`config.mk`:
```
export PLATFORM = sky130hd
export DESIGN_NAME = rf_writeback
export DESIGN_NICKNAME = d
export VERILOG_FILES = /design/src/rtl/rf_wb_pkg.sv /design/src/rtl/wb_fifo.sv /design/src/rtl/rf_writeback.sv
export SDC_FILE = /design/constraint.sdc
export NUM_CORES = 1
export LEC_CHECK = 0
export CORE_MARGIN = 4
export CORE_UTILIZATION = 50
export CTS_BUF_LIST = sky130_fd_sc_hd__clkbuf_16
export DETAILED_ROUTE_END_ITERATION = 6
export DONT_BUFFER_PORTS = 1
export PLACE_DENSITY = 0.69
export REMOVE_ABC_BUFFERS = 1
export SYNTH_ARGS = -nofsm -noshare
export SYNTH_HDL_FRONTEND = slang
export SYNTH_HIERARCHICAL = 1
export SYNTH_SLANG_ARGS = --single-unit
export TNS_END_PERCENT = 5
```
`constraint.sdc`:
```
create_clock -name clk -period 5 [get_ports clk]
set_input_delay 0 -clock clk [delete_from_list [all_inputs] [get_ports clk]]
set_output_delay 0 -clock clk [all_outputs]
set_load 0.01 [all_outputs]
```
`src/rtl/rf_wb_pkg.sv`:
```
// Shared types and constants for the register-file write-back path.
package rf_wb_pkg;

  localparam int ADDR_W   = 5;
  localparam int DATA_W   = 32;
  localparam int NUM_REGS = 32;

  localparam logic [ADDR_W-1:0] REG_ZERO = '0;

  typedef struct packed {
    logic [ADDR_W-1:0] addr;
    logic [DATA_W-1:0] data;
  } wb_req_t;

  function automatic logic [NUM_REGS-1:0] reg_onehot(input logic [ADDR_W-1:0] a);
    return {{(NUM_REGS-1){1'b0}}, 1'b1} << a;
  endfunction

endpackage

```
`src/rtl/wb_fifo.sv`:
```
// Synchronous FIFO of write-back requests; head is visible the cycle after a push.
// Pushes at full and pops at empty are ignored.
module wb_fifo
  import rf_wb_pkg::*;
#(
  parameter int DEPTH = 2
) (
  input  logic                   clk_i,
  input  logic                   rst_ni,
  input  logic                   push_i,
  input  wb_req_t                req_i,
  input  logic                   pop_i,
  output wb_req_t                head_o,
  output logic                   full_o,
  output logic                   empty_o,
  output logic [$clog2(DEPTH):0] count_o
);

  localparam int PTR_W = $clog2(DEPTH);

  wb_req_t          mem_q [DEPTH];
  logic [PTR_W-1:0] wr_ptr_q, wr_ptr_d;
  logic [PTR_W-1:0] rd_ptr_q, rd_ptr_d;
  logic [PTR_W:0]   count_q,  count_d;
  logic             do_push, do_pop;

  assign full_o  = (count_q == (PTR_W+1)'(DEPTH));
  assign empty_o = (count_q == '0);
  assign count_o = count_q;
  assign head_o  = mem_q[rd_ptr_q];

  assign do_push = push_i && !full_o;
  assign do_pop  = pop_i && !empty_o;

  // Depth is a power of two, so natural pointer overflow is the modulo wrap.
  always_comb begin
    wr_ptr_d = wr_ptr_q;
    rd_ptr_d = rd_ptr_q;
    count_d  = count_q;
    if (do_push) wr_ptr_d = wr_ptr_q + PTR_W'(1);
    if (do_pop)  rd_ptr_d = rd_ptr_q + PTR_W'(1);
    case ({do_push, do_pop})
      2'b10:   count_d = count_q + (PTR_W+1)'(1);
      2'b01:   count_d = count_q - (PTR_W+1)'(1);
      default: count_d = count_q;
    endcase
  end

  always_ff @(posedge clk_i or negedge rst_ni) begin
    if (!rst_ni) begin
      wr_ptr_q <= '0;
      rd_ptr_q <= '0;
      count_q  <= '0;
    end else begin
      wr_ptr_q <= wr_ptr_d;
      rd_ptr_q <= rd_ptr_d;
      count_q  <= count_d;
    end
  end

  always_ff @(posedge clk_i) begin
    if (do_push) mem_q[wr_ptr_q] <= req_i;
  end

endmodule

```
`src/rtl/rf_writeback.sv`:
```
// Merges W-stage and buffered MDU results into one registered register-file write per cycle,
// tracking outstanding MDU destinations in a pending scoreboard; pipe writes always win.
module rf_writeback #(
  parameter int FIFO_DEPTH = 2,
  parameter int DATA_W     = 32,
  parameter int ADDR_W     = 5
) (
  input  logic                        clk,
  input  logic                        reset,
  input  logic                        pipe_valid,
  input  logic [ADDR_W-1:0]           pipe_addr,
  input  logic [DATA_W-1:0]           pipe_data,
  input  logic                        issue_valid,
  input  logic [ADDR_W-1:0]           issue_addr,
  input  logic                        mdu_valid,
  output logic                        mdu_ready,
  input  logic [ADDR_W-1:0]           mdu_addr,
  input  logic [DATA_W-1:0]           mdu_data,
  output logic                        rf_we,
  output logic [ADDR_W-1:0]           rf_a3,
  output logic [DATA_W-1:0]           rf_dw,
  output logic [31:0]                 pending,
  output logic [$clog2(FIFO_DEPTH):0] fifo_count,
  output logic                        err
);

  import rf_wb_pkg::*;

  wb_req_t push_req, head_req;
  logic    fifo_full, fifo_empty;
  logic    push, pop;

  logic [ADDR_W-1:0] sel_addr;
  logic [DATA_W-1:0] sel_data;
  logic              sel_vld;

  logic              rf_we_q,     rf_we_d;
  logic [ADDR_W-1:0] rf_a3_q,     rf_a3_d;
  logic [DATA_W-1:0] rf_dw_q,     rf_dw_d;
  logic              from_fifo_q, from_fifo_d;
  logic [31:0]       pending_q,   pending_d;
  logic              err_q,       err_d;
  logic [31:0]       set_mask,    clr_mask;
  logic              viol;

  assign push_req.addr = mdu_addr;
  assign push_req.data = mdu_data;

  assign mdu_ready = !fifo_full;
  assign push      = mdu_valid && mdu_ready;
  assign pop       = !pipe_valid && !fifo_empty;

  wb_fifo #(
    .DEPTH (FIFO_DEPTH)
  ) u_fifo (
    .clk_i   (clk),
    .rst_ni  (reset),
    .push_i  (push),
    .req_i   (push_req),
    .pop_i   (pop),
    .head_o  (head_req),
    .full_o  (fifo_full),
    .empty_o (fifo_empty),
    .count_o (fifo_count)
  );

  always_comb begin
    sel_vld  = pipe_valid || !fifo_empty;
    sel_addr = pipe_valid ? pipe_addr : head_req.addr;
    sel_data = pipe_valid ? pipe_data : head_req.data;

    // Register 0 entries are consumed but never reach the register file.
    rf_we_d     = sel_vld && (sel_addr != REG_ZERO);
    rf_a3_d     = rf_we_d ? sel_addr : rf_a3_q;
    rf_dw_d     = rf_we_d ? sel_data : rf_dw_q;
    from_fifo_d = rf_we_d && !pipe_valid;

    // A bit clears only once its MDU write has actually been presented; a same-edge issue re-sets it.
    clr_mask  = (rf_we_q && from_fifo_q) ? reg_onehot(rf_a3_q) : '0;
    set_mask  = (issue_valid && (issue_addr != REG_ZERO)) ? reg_onehot(issue_addr) : '0;
    pending_d = (pending_q & ~clr_mask) | set_mask;

    viol  = (issue_valid && pending_q[issue_addr])
          | (pipe_valid  && pending_q[pipe_addr])
          | (mdu_valid   && !pending_q[mdu_addr]);
    err_d = err_q | viol;
  end

  always_ff @(posedge clk or negedge reset) begin
    if (!reset) begin
      rf_we_q     <= 1'b0;
      rf_a3_q     <= '0;
      rf_dw_q     <= '0;
      from_fifo_q <= 1'b0;
      pending_q   <= '0;
      err_q       <= 1'b0;
    end else begin
      rf_we_q     <= rf_we_d;
      rf_a3_q     <= rf_a3_d;
      rf_dw_q     <= rf_dw_d;
      from_fifo_q <= from_fifo_d;
      pending_q   <= pending_d;
      err_q       <= err_d;
    end
  end

  assign rf_we   = rf_we_q;
  assign rf_a3   = rf_a3_q;
  assign rf_dw   = rf_dw_q;
  assign pending = pending_q;
  assign err     = err_q;

endmodule

```
==> reports/metrics.yaml, run 1 <==
die:
  die_w_um: 126
  row_count: 42
  core_area_um2: 13500
  ios: 158
  dieArea_um2: 16000
  start_util: 0.520
  fp.dieH_um: 126
sta:
  tightest_slew_ns: 1.13
  setup_viol_count_final: 0
  slew_violations: 0
  layout_setup_ws_ns: 2.50
  rsz0062_at_grt: "no"
  relSlewSlack: 0.243
  hold_viol_final: 0
  clock_skew_ns: 0.00843
  fin_crit_sh: 0.501
  fmax_mhz: 399
  tns_ns: 0
  period_needed_ns: 2.50
finish:
  final_common_cell: "dlygate4sd3_1"
  final_cell_mix: "dlygate4sd3_1 (88), dfrtp_1 (75), edfxtp_1 (74)"
  fin_util: 0.634
  fill_cells: 1010
  final_nets: 693
  drive_gt1_frac: 0.145
  area_delta_synth_final_pct: 21.8
clock_network:
  cts_tree: "yes"
  clock_tree.root_cell: "clkbuf_16"
  post_cts_buffers: 0
  clk-insertion-delay-late_ns: 0.42
  path_clk_slew_ns: 0.06
  numCtsBuffers: 17
  cts_hold_buf: 90
  clock_tree.buffer_depth: 2
  cts_resized: 0
  htreeDepth: 4
  cts_sinks: 150
critical_path:
  critPathMaxFanout: 5
  cp-end-kind: "flip-flop"
  r2r_start: "pending[29]"
  critPathLaunch: "pending[29]"
  crit_required_ns: 5.29
  worst-setup-path-type: "reg -> reg"
  critPathArrivalTime_ns: 2.80
  start_kind: "flip-flop"
status:
  status: "finished clean"
global_routing:
  grt_pass1_wl_um: 28800
  antenna_found_initial: 0
  grt_pass1_vias: 5030
  overflow: 0
  grt_max_degree: 77
  track_usage: 0.234
routing:
  routedWlPerCell_um: 22.9
  drt-pass1-iter-count: 5
  viasPerCell: 6.20
  detail-route-antenna-nets: 0
  wl_um: 18300
  drt_iter0_drc: 497
  via_count: 4947
  drc: 0
power:
  vdd_drop_max_mv: 0.279
  power_density_nw_per_um2: 527
  cellLeakagePower_nw: 3.22
synth:
  synth_flop_cell: "dfrtp_1"
  async_reset_ff_frac: 0.507
  syn_avg_cell_area_um2: 13.3
  synth-seq-area-share: 0.589
  ys_warn_count: 6
  synth_enable_flop_cells: 74
  netlist_instances: 525
  synth.distinct_cells: 47
  ys_ff_latch: 150
  syn_area_um2: 7000
place:
  dp_hpwl_um: 11500
  port_buffers: 0
  place_congestion: 0.999
  pre_cts_ws_ns: 2.65
hold_path:
  hp-class: "in -> reg"
  min_from: "pipe_valid"
job:
  maxCapViolations: 0
power breakdown:
part,switching [mW],leakage (nW),internal [mW]
sequential,0.504,1.50,1.71
combinational,0.574,1.45,0.564
clock,0.487,0.265,0.657
critical path, stage by stage (launching register included):
cell and delay (ns):
dfrtp_1 0.47, mux4_1 0.54, mux2i_1 0.28, o22ai_1 0.15
nor4_2 0.27, o211ai_1 0.11, dlygate4sd3_1 0.56
through the flow:
step	cells	power [mW]	hold slack (ns)	cell area [um^2]
after floorplan	497	2.88	-0.296	6810
after global placement	675	3.19	-0.292	7050
after detailed placement	675	3.24	-0.292	7050
after CTS	797	4.49	0.000589	8520
after global routing	797	4.73	0.0351	8520
final	798	4.50	0.00842	8520
final cells by class:
cell class	instances	area (um^2)	area share
flip-flops and latches	150	4130	0.484
repair buffers	92	951	0.112
well taps	176	220	0.0258
multi-input cells	342	2670	0.313
clock inverters	14	85.1	0.00998
inverters	5	18.8	0.00220
clock buffers	18	450	0.0528
diodes	1	2.50	0.000294
Yosys cell counts (3+ instances only):
| master | instances | area (um^2) |
|---|---|---|
| or3_1 | 3 | 18.8 |
| nand2_1 | 22 | 82.6 |
| inv_1 | 5 | 18.8 |
| dfrtp_1 | 76 | 1900 |
| mux4_2 | 12 | 270 |
| edfxtp_1 | 74 | 2220 |
| mux2_4 | 20 | 300 |
| nor2b_1 | 5 | 31.3 |
| nand3_1 | 12 | 60.1 |
| mux2_2 | 17 | 191 |
| clkbuf_1 | 7 | 26.3 |
| buf_6 | 7 | 78.8 |
| a21oi_1 | 35 | 175 |
| nand2b_1 | 10 | 62.6 |
| nand3b_1 | 3 | 22.5 |
| a31oi_1 | 3 | 18.8 |
| buf_2 | 9 | 45.0 |
| mux4_1 | 6 | 158 |
| mux2i_1 | 52 | 521 |
| nand4_1 | 5 | 31.3 |
| nor2_1 | 46 | 173 |
| o21ai_0 | 61 | 305 |
| xnor2_1 | 3 | 26.3 |
cell families after synthesis:
logic type / after synthesis / synth area share
flip-flops: 150 / 0.589
AND/OR/NAND/NOR: 119 / 0.0833
AO/OA/AOI/OAI: 110 / 0.0833
multiplexers: 107 / 0.206
buffers and inverters: 33 / 0.0302
XOR/XNOR: 5 / 0.00626
adder cells (fa/ha/maj): 1 / 0.00179
final timing paths:
| kind | end | slack, ns | cells past startpoint |
|---|---|---|---|
| max | err | 2.50 | 6 |
| min | rf_a3[2] | 0.008 | 3 |
| max reg2reg | err | 2.50 | 6 |
| min reg2reg | u_fifo/wr_ptr_q | 0.56 | 1 |
| max in group asynchronous | u_fifo/rd_ptr_q | 4.52 | 2 |
| min in group asynchronous | u_fifo/count_o[0] | 0.17 | 2 |
state kept, by name, indices dropped and copies added (netlist names):
register / cells
err: 1
from_fifo_q: 1
pending: 32
rf_a3: 5
rf_dw: 32
rf_we: 1
u_fifo/count_o: 2
u_fifo/mem_q: 74
u_fifo/rd_ptr_q: 1
u_fifo/wr_ptr_q: 1
layer usage:
metal / part of all wire / track usage / vias up / wire length, um
met5: 0 / 0 / - / 0
met4: 0.027 / 0.0890 / 0 / 503
met2: 0.50 / 0.387 / 295 / 9180
met1: 0.37 / 0.292 / 2461 / 6830
met3: 0.098 / 0.0715 / 49 / 1800
li1: - / - / 2142 / -
Note: power is estimated with default switching activity, not from simulation.
==> run 2, diff against run 1 <==
- PLACE_DENSITY: 0.69 -> 0.72
- clock period: 5 -> 2.1 ns (I/O delays scaled with it)
==> run 2 against run 1 <==
Compared with the run above: the flow now finishes with violations (setup timing); hold slack better by 0.0099 ns; register-to-register slack worse by 2.5 ns; first-iteration DRC count down 7.2%; sequential cell count unchanged; clock-buffer cell count down 1; via count up 4.0%.
==> reports/metrics.yaml, run 2 (synthesis gave the netlist of run 1 again) <==
routing:
  wl_um: 19100
  via_count: 5144
  viasPerCell: 6.23
  detail-route-antenna-nets: 0
  drc: 0
  drt-pass1-iter-count: 6
  drt_iter0_drc: 461
  routedWlPerCell_um: 23.1
power:
  fin_total_pwr_mw: 11.4
  p_int_mw: 7.40
  p_sw_mw: 3.96
  clkPwrFrac: 0.255
  vdd_drop_max_mv: 0.728
  power_density_nw_per_um2: 1290
  cellLeakagePower_nw: 3.39
  p_comb_frac: 0.312
  p_sw_frac: 0.348
  p_seq_frac: 0.433
sta:
  relSlewSlack: 0.621
  slew_violations: 0
  clock_skew_ns: 0.0110
  period_needed_ns: 2.12
  fin_crit_sh: 1.01
  layout_setup_ws_ns: -0.0208
  tightest_slew_ns: 0.569
  fmax_mhz: 472
  rsz0062_at_grt: "yes"
  setup_viol_count_final: 3
  hold_viol_final: 0
die:
  core_area_um2: 13500
  die_w_um: 126
  row_count: 42
  fp.dieH_um: 126
  dieArea_um2: 16000
  start_util: 0.520
  ios: 158
critical_path:
  critPathArrivalTime_ns: 2.41
  worst-setup-path-type: "reg -> reg"
  start_kind: "flip-flop"
  reg2reg_setup_slack_ns: -0.02
  r2r-end: "rf_dw[26]"
  crit_required_ns: 2.39
  critPathMaxFanout: 43
  r2r_start: "u_fifo/rd_ptr_q"
  cp-end-kind: "flip-flop"
  reg2reg_depth: 7
global_routing:
  grt_pass1_vias: 5549
  antenna_found_initial: 0
  overflow: 0
  grt_pass1_wl_um: 30200
  grt_max_degree: 77
  track_usage: 0.243
status:
  violations: "setup timing"
  status: "finished with violations"
finish:
  drive_gt1_frac: 0.203
  antennaDiodeCount: 0
  fill_cells: 937
  final_cell_mix: "dlygate4sd3_1 (86), dfrtp_1 (75), edfxtp_1 (74)"
  final_common_cell: "dlygate4sd3_1"
  final_nets: 722
  area_delta_synth_final_pct: 26.3
  largest_reg_flops: 74
  fin_cells: 826
  regMostFlops: "u_fifo/mem_q"
  final_cell_area_um2: 8840
clock_network:
  htreeDepth: 4
  cts_tree: "yes"
  cts_sinks: 150
  clock_tree.buffer_depth: 2
  path_clk_slew_ns: 0.06
  clock_tree.root_cell: "clkbuf_16"
  clk-insertion-delay-late_ns: 0.42
  numCtsBuffers: 17
place:
  port_buffers: 0
  post-place-cells: 705
  placed_cell_area_um2: 7330
  place_congestion: 0.948
  dp_hpwl_um: 12300
hold_path:
  hp-class: "in -> reg"
  whs_path_depth: 4
  min_from: "pipe_valid"
  min_to: "err"
job:
  maxCapViolations: 0
## run 2: cell types whose count changed in the layout (fill, tap and decap cells not counted), sizes merged
cell         delta
buf            +31
bufinv          +1
clkbuf          -1
clkinv          -1
clkinvlp        -1
diode           -1
dlygate4sd3     -2
inv             +2
## run 2: layout make-up
type | instances | area (um^2) | share of cell area
well taps | 176 | 220 | 0.0249
clock buffers | 17 | 425 | 0.0481
multi-input cells | 342 | 2690 | 0.305
repair buffers | 121 | 1210 | 0.137
clock inverters | 15 | 143 | 0.0161
flip-flops and latches | 150 | 4130 | 0.467
inverters | 5 | 18.8 | 0.00212
## run 2: how the worst max path moves through the flow
stage,from,endpoint,slack [ns],cells past startpoint
2_1_floorplan,u_fifo/rd_ptr_q,rf_a3[1],-1.32,6
3_5_place_dp,u_fifo/rd_ptr_q,rf_dw[16],0.009,7
5_1_grt,u_fifo/rd_ptr_q,rf_dw[26],-0.06,7
3_3_place_gp,u_fifo/rd_ptr_q,rf_dw[19],0.06,7
4_1_cts,u_fifo/rd_ptr_q,rf_dw[28],0.01,7
6_report,u_fifo/rd_ptr_q,rf_dw[26],-0.02,7
## run 2: critical path, stage by stage (launching register included)
cell     delay (ns)
dfrtp_2        0.46
mux2_4         0.33
or4_4          0.53
o21ai_2        0.15
nand2_2        0.11
buf_12         0.19
nor2_1         0.15
a21oi_1        0.06
## run 2: per-stage QoR
step | setup TNS, ns | utilization | hold WS, ns | setup slack [ns]
floorplan | -79.77 | - | -0.296 | -1.32
global placement | 0 | 0.545 | -0.293 | 0.0609
detailed placement | 0 | 0.545 | -0.293 | 0.00858
CTS | 0 | 0.655 | 0.000994 | 0.0128
global route | -0.572 | 0.657 | 0.0281 | -0.0557
finish | -0.0292 | 0.657 | 0.0183 | -0.0208
## run 2: metal layers
| layer | GRT usage | routed length, um | up-vias |
|---|---|---|---|
| li1 | - | - | 2205 |
| met4 | 0.108 | 789 | 0 |
| met2 | 0.404 | 9400 | 314 |
| met1 | 0.291 | 7190 | 2545 |
| met3 | 0.0769 | 1740 | 80 |
| met5 | 0 | 0 | - |
## run 2: power groups by stage
stage / logic (mW) / registers (mW) / clock network [mW]
6_report: 3.54 / 4.92 / 2.90
5_1_grt: 3.80 / 5.00 / 3.10
4_1_cts: 3.46 / 4.89 / 2.95
3_5_place_dp: 3.23 / 4.94 / 0
3_3_place_gp: 3.11 / 4.89 / 0
2_1_floorplan: 1.86 / 4.99 / 0
## run 2: repair_timing
item                                    4_1_cts  5_1_grt
endpoints found under the hold margin       222        0
endpoints found under the setup margin        3       35
setup buffers                                 0        1
hold buffers                                 88        0
resized for setup                             1        6
==> run 3, diff against run 2 <==
--- a/config.mk
+++ b/config.mk
@@ -13,3 +13,2 @@
 export PLACE_DENSITY = 0.72
-export REMOVE_ABC_BUFFERS = 1
 export SYNTH_ARGS = -nofsm -noshare
--- a/constraint.sdc
+++ b/constraint.sdc
@@ -3,2 +3,2 @@
 set_output_delay 0 -clock clk [all_outputs]
-set_load 0.01 [all_outputs]
+set_load 0.005 [all_outputs]
==> run 3 against run 2 <==
Compared with the run above: the run still ends with setup timing left; critical path depth unchanged; critical path type unchanged; routed wire length up 5.5%; total power up 1.9%; largest power group unchanged; highest routed layer unchanged; sequential power down 1%.
==> reports/metrics.yaml, run 3 (synthesis gave the netlist of run 1 again) <==
routing:
  drc: 0
  top_layer: "met4"
  wl_um: 20200
  routedWlPerCell_um: 23.5
  drt_iter0_drc: 443
  detail-route-antenna-nets: 0
  drt-pass1-iter-count: 5
  met2RoutedLength_um: 10100
  wl_met1_um: 7540
  wl_met3_um: 2030
  via_count: 5136
  viasPerCell: 5.99
clock_network:
  cts_sinks: 150
  numCtsBuffers: 17
  clk-insertion-delay-late_ns: 0.42
  cts_tree: "yes"
  htreeDepth: 4
  path_clk_slew_ns: 0.06
  clock_tree.root_cell: "clkbuf_16"
  clock_tree.buffer_depth: 2
die:
  fp.dieH_um: 126
  row_count: 42
  dieArea_um2: 16000
  die_w_um: 126
  core_area_um2: 13500
  start_util: 0.520
  ios: 158
sta:
  clock_skew_ns: 0.00993
  setup_viol_count_final: 36
  hold_viol_final: 0
  relSlewSlack: 0.283
  period_needed_ns: 2.18
  fmax_mhz: 459
  fin_crit_sh: 1.04
  tightest_slew_ns: 1.08
  rsz0062_at_grt: "yes"
  layout_setup_ws_ns: -0.0805
  slew_violations: 0
power:
  p_comb_frac: 0.323
  vdd_drop_max_mv: 0.794
  fin_total_pwr_mw: 11.6
  p_int_mw: 7.75
  cellLeakagePower_nw: 3.55
  p_sw_mw: 3.83
  p_seq_frac: 0.421
  power_density_nw_per_um2: 1250
  p_sw_frac: 0.331
  clkPwrFrac: 0.256
place:
  pre_cts_ws_ns: 0.0242
  dp_hpwl_um: 12100
  place_congestion: 0.958
  placed_cell_area_um2: 7260
  port_buffers: 0
finish:
  final_cell_area_um2: 9290
  multiInputGateArea_um2: 2790
  final_nets: 754
  seq_area_um2: 4130
  regMostFlops: "u_fifo/mem_q"
  largest_reg_flops: 74
  drive_gt1_frac: 0.229
  fill_cells: 923
  final_cell_mix: "dlygate4sd3_1 (116), dfrtp_1 (74), edfxtp_1 (74)"
  final_common_cell: "dlygate4sd3_1"
  area_delta_synth_final_pct: 32.8
  antennaDiodeCount: 0
  fin_util: 0.691
global_routing:
  track_usage: 0.243
  grt_pass1_wl_um: 30000
  grt_max_degree: 77
  grt_pass1_vias: 5407
  antenna_found_initial: 0
  overflow: 0
hold_path:
  hp-class: "in -> reg"
critical_path:
  worst-setup-path-type: "reg -> reg"
  critPathArrivalTime_ns: 2.48
  cp_slowest_stage_delay_ns: 0.54
  crit_chain: "mux2_4, or4_4, o21ai_4, nand2_4, clkbuf_16, nor2_2, a21oi_1"
  cpLargestDelayFamily: "simple AND/OR/NAND/NOR gates"
  crit_required_ns: 2.40
  cp-end-kind: "flip-flop"
  cp_slowest_cell: "or4_4"
  critPathMaxFanout: 7
  cp_num_buf_inv: 1
  start_kind: "flip-flop"
status:
  violations: "setup timing"
  status: "finished with violations"
synth:
  syn_nets: 610
job:
  maxCapViolations: 0
-- run 3: metrics by stage --
step	setup TNS (ns)	std cells	hold slack, ns
after floorplan	-2.94	525	-0.296
after global placement	0	701	-0.293
after detailed placement	0	701	-0.294
after CTS	0	851	0.000426
after global routing	-4.13	858	0.0157
final	-1.74	858	0.0230
-- run 3: worst min-delay path, stage by stage --
cell and delay, ns:
nand3_1 0.06, o22ai_1 0.18, nor4_2 0.08, o211ai_1 0.08
-- run 3: layer usage --
| metal | vias up | track usage |
|---|---|---|
| met5 | - | 0 |
| met4 | 0 | 0.0927 |
| met3 | 46 | 0.0824 |
| met2 | 298 | 0.407 |
| met1 | 2531 | 0.293 |
| li1 | 2261 | - |
-- run 3: worst paths after layout --
kind	startpoint	endpoint	slack [ns]	cells past startpoint
max	u_fifo/rd_ptr_q	rf_dw[23]	-0.08	7
min	pipe_addr[4]	err	0.02	4
max reg2reg	u_fifo/rd_ptr_q	rf_dw[23]	-0.08	7
min reg2reg	rf_dw[22]	rf_dw[22]	0.57	2
max in group asynchronous	reset	u_fifo/rd_ptr_q	1.56	2
min in group asynchronous	reset	pending[6]	0.16	2
-- run 3: final cells by class --
type / instances / area share
sequential: 150 / 0.444
multi-input combinational: 342 / 0.300
timing repair buffer: 153 / 0.168
clock buffer: 17 / 0.0458
tap: 176 / 0.0237
clock inverter: 15 / 0.0162
inverter: 5 / 0.00202
-- run 3: power by group through the flow --
stage | combinational, mW | sequential, mW | clock (mW)
5_1_grt | 4.02 | 4.97 | 3.15
4_1_cts | 3.39 | 4.80 | 3.00
3_5_place_dp | 2.98 | 4.85 | 0
6_report | 3.74 | 4.87 | 2.97
2_1_floorplan | 2.15 | 4.63 | 0
3_3_place_gp | 2.89 | 4.81 | 0
-- run 3: timing repair --
action | 4_1_cts | 5_1_grt
cloned | 0 | 5
endpoints found under the setup margin | 1 | 38
resized for setup | 1 | 45
buffers inserted | 0 | 2
hold buffers | 118 | 0
endpoints found under the hold margin | 223 | 0
pin swaps | 0 | 3
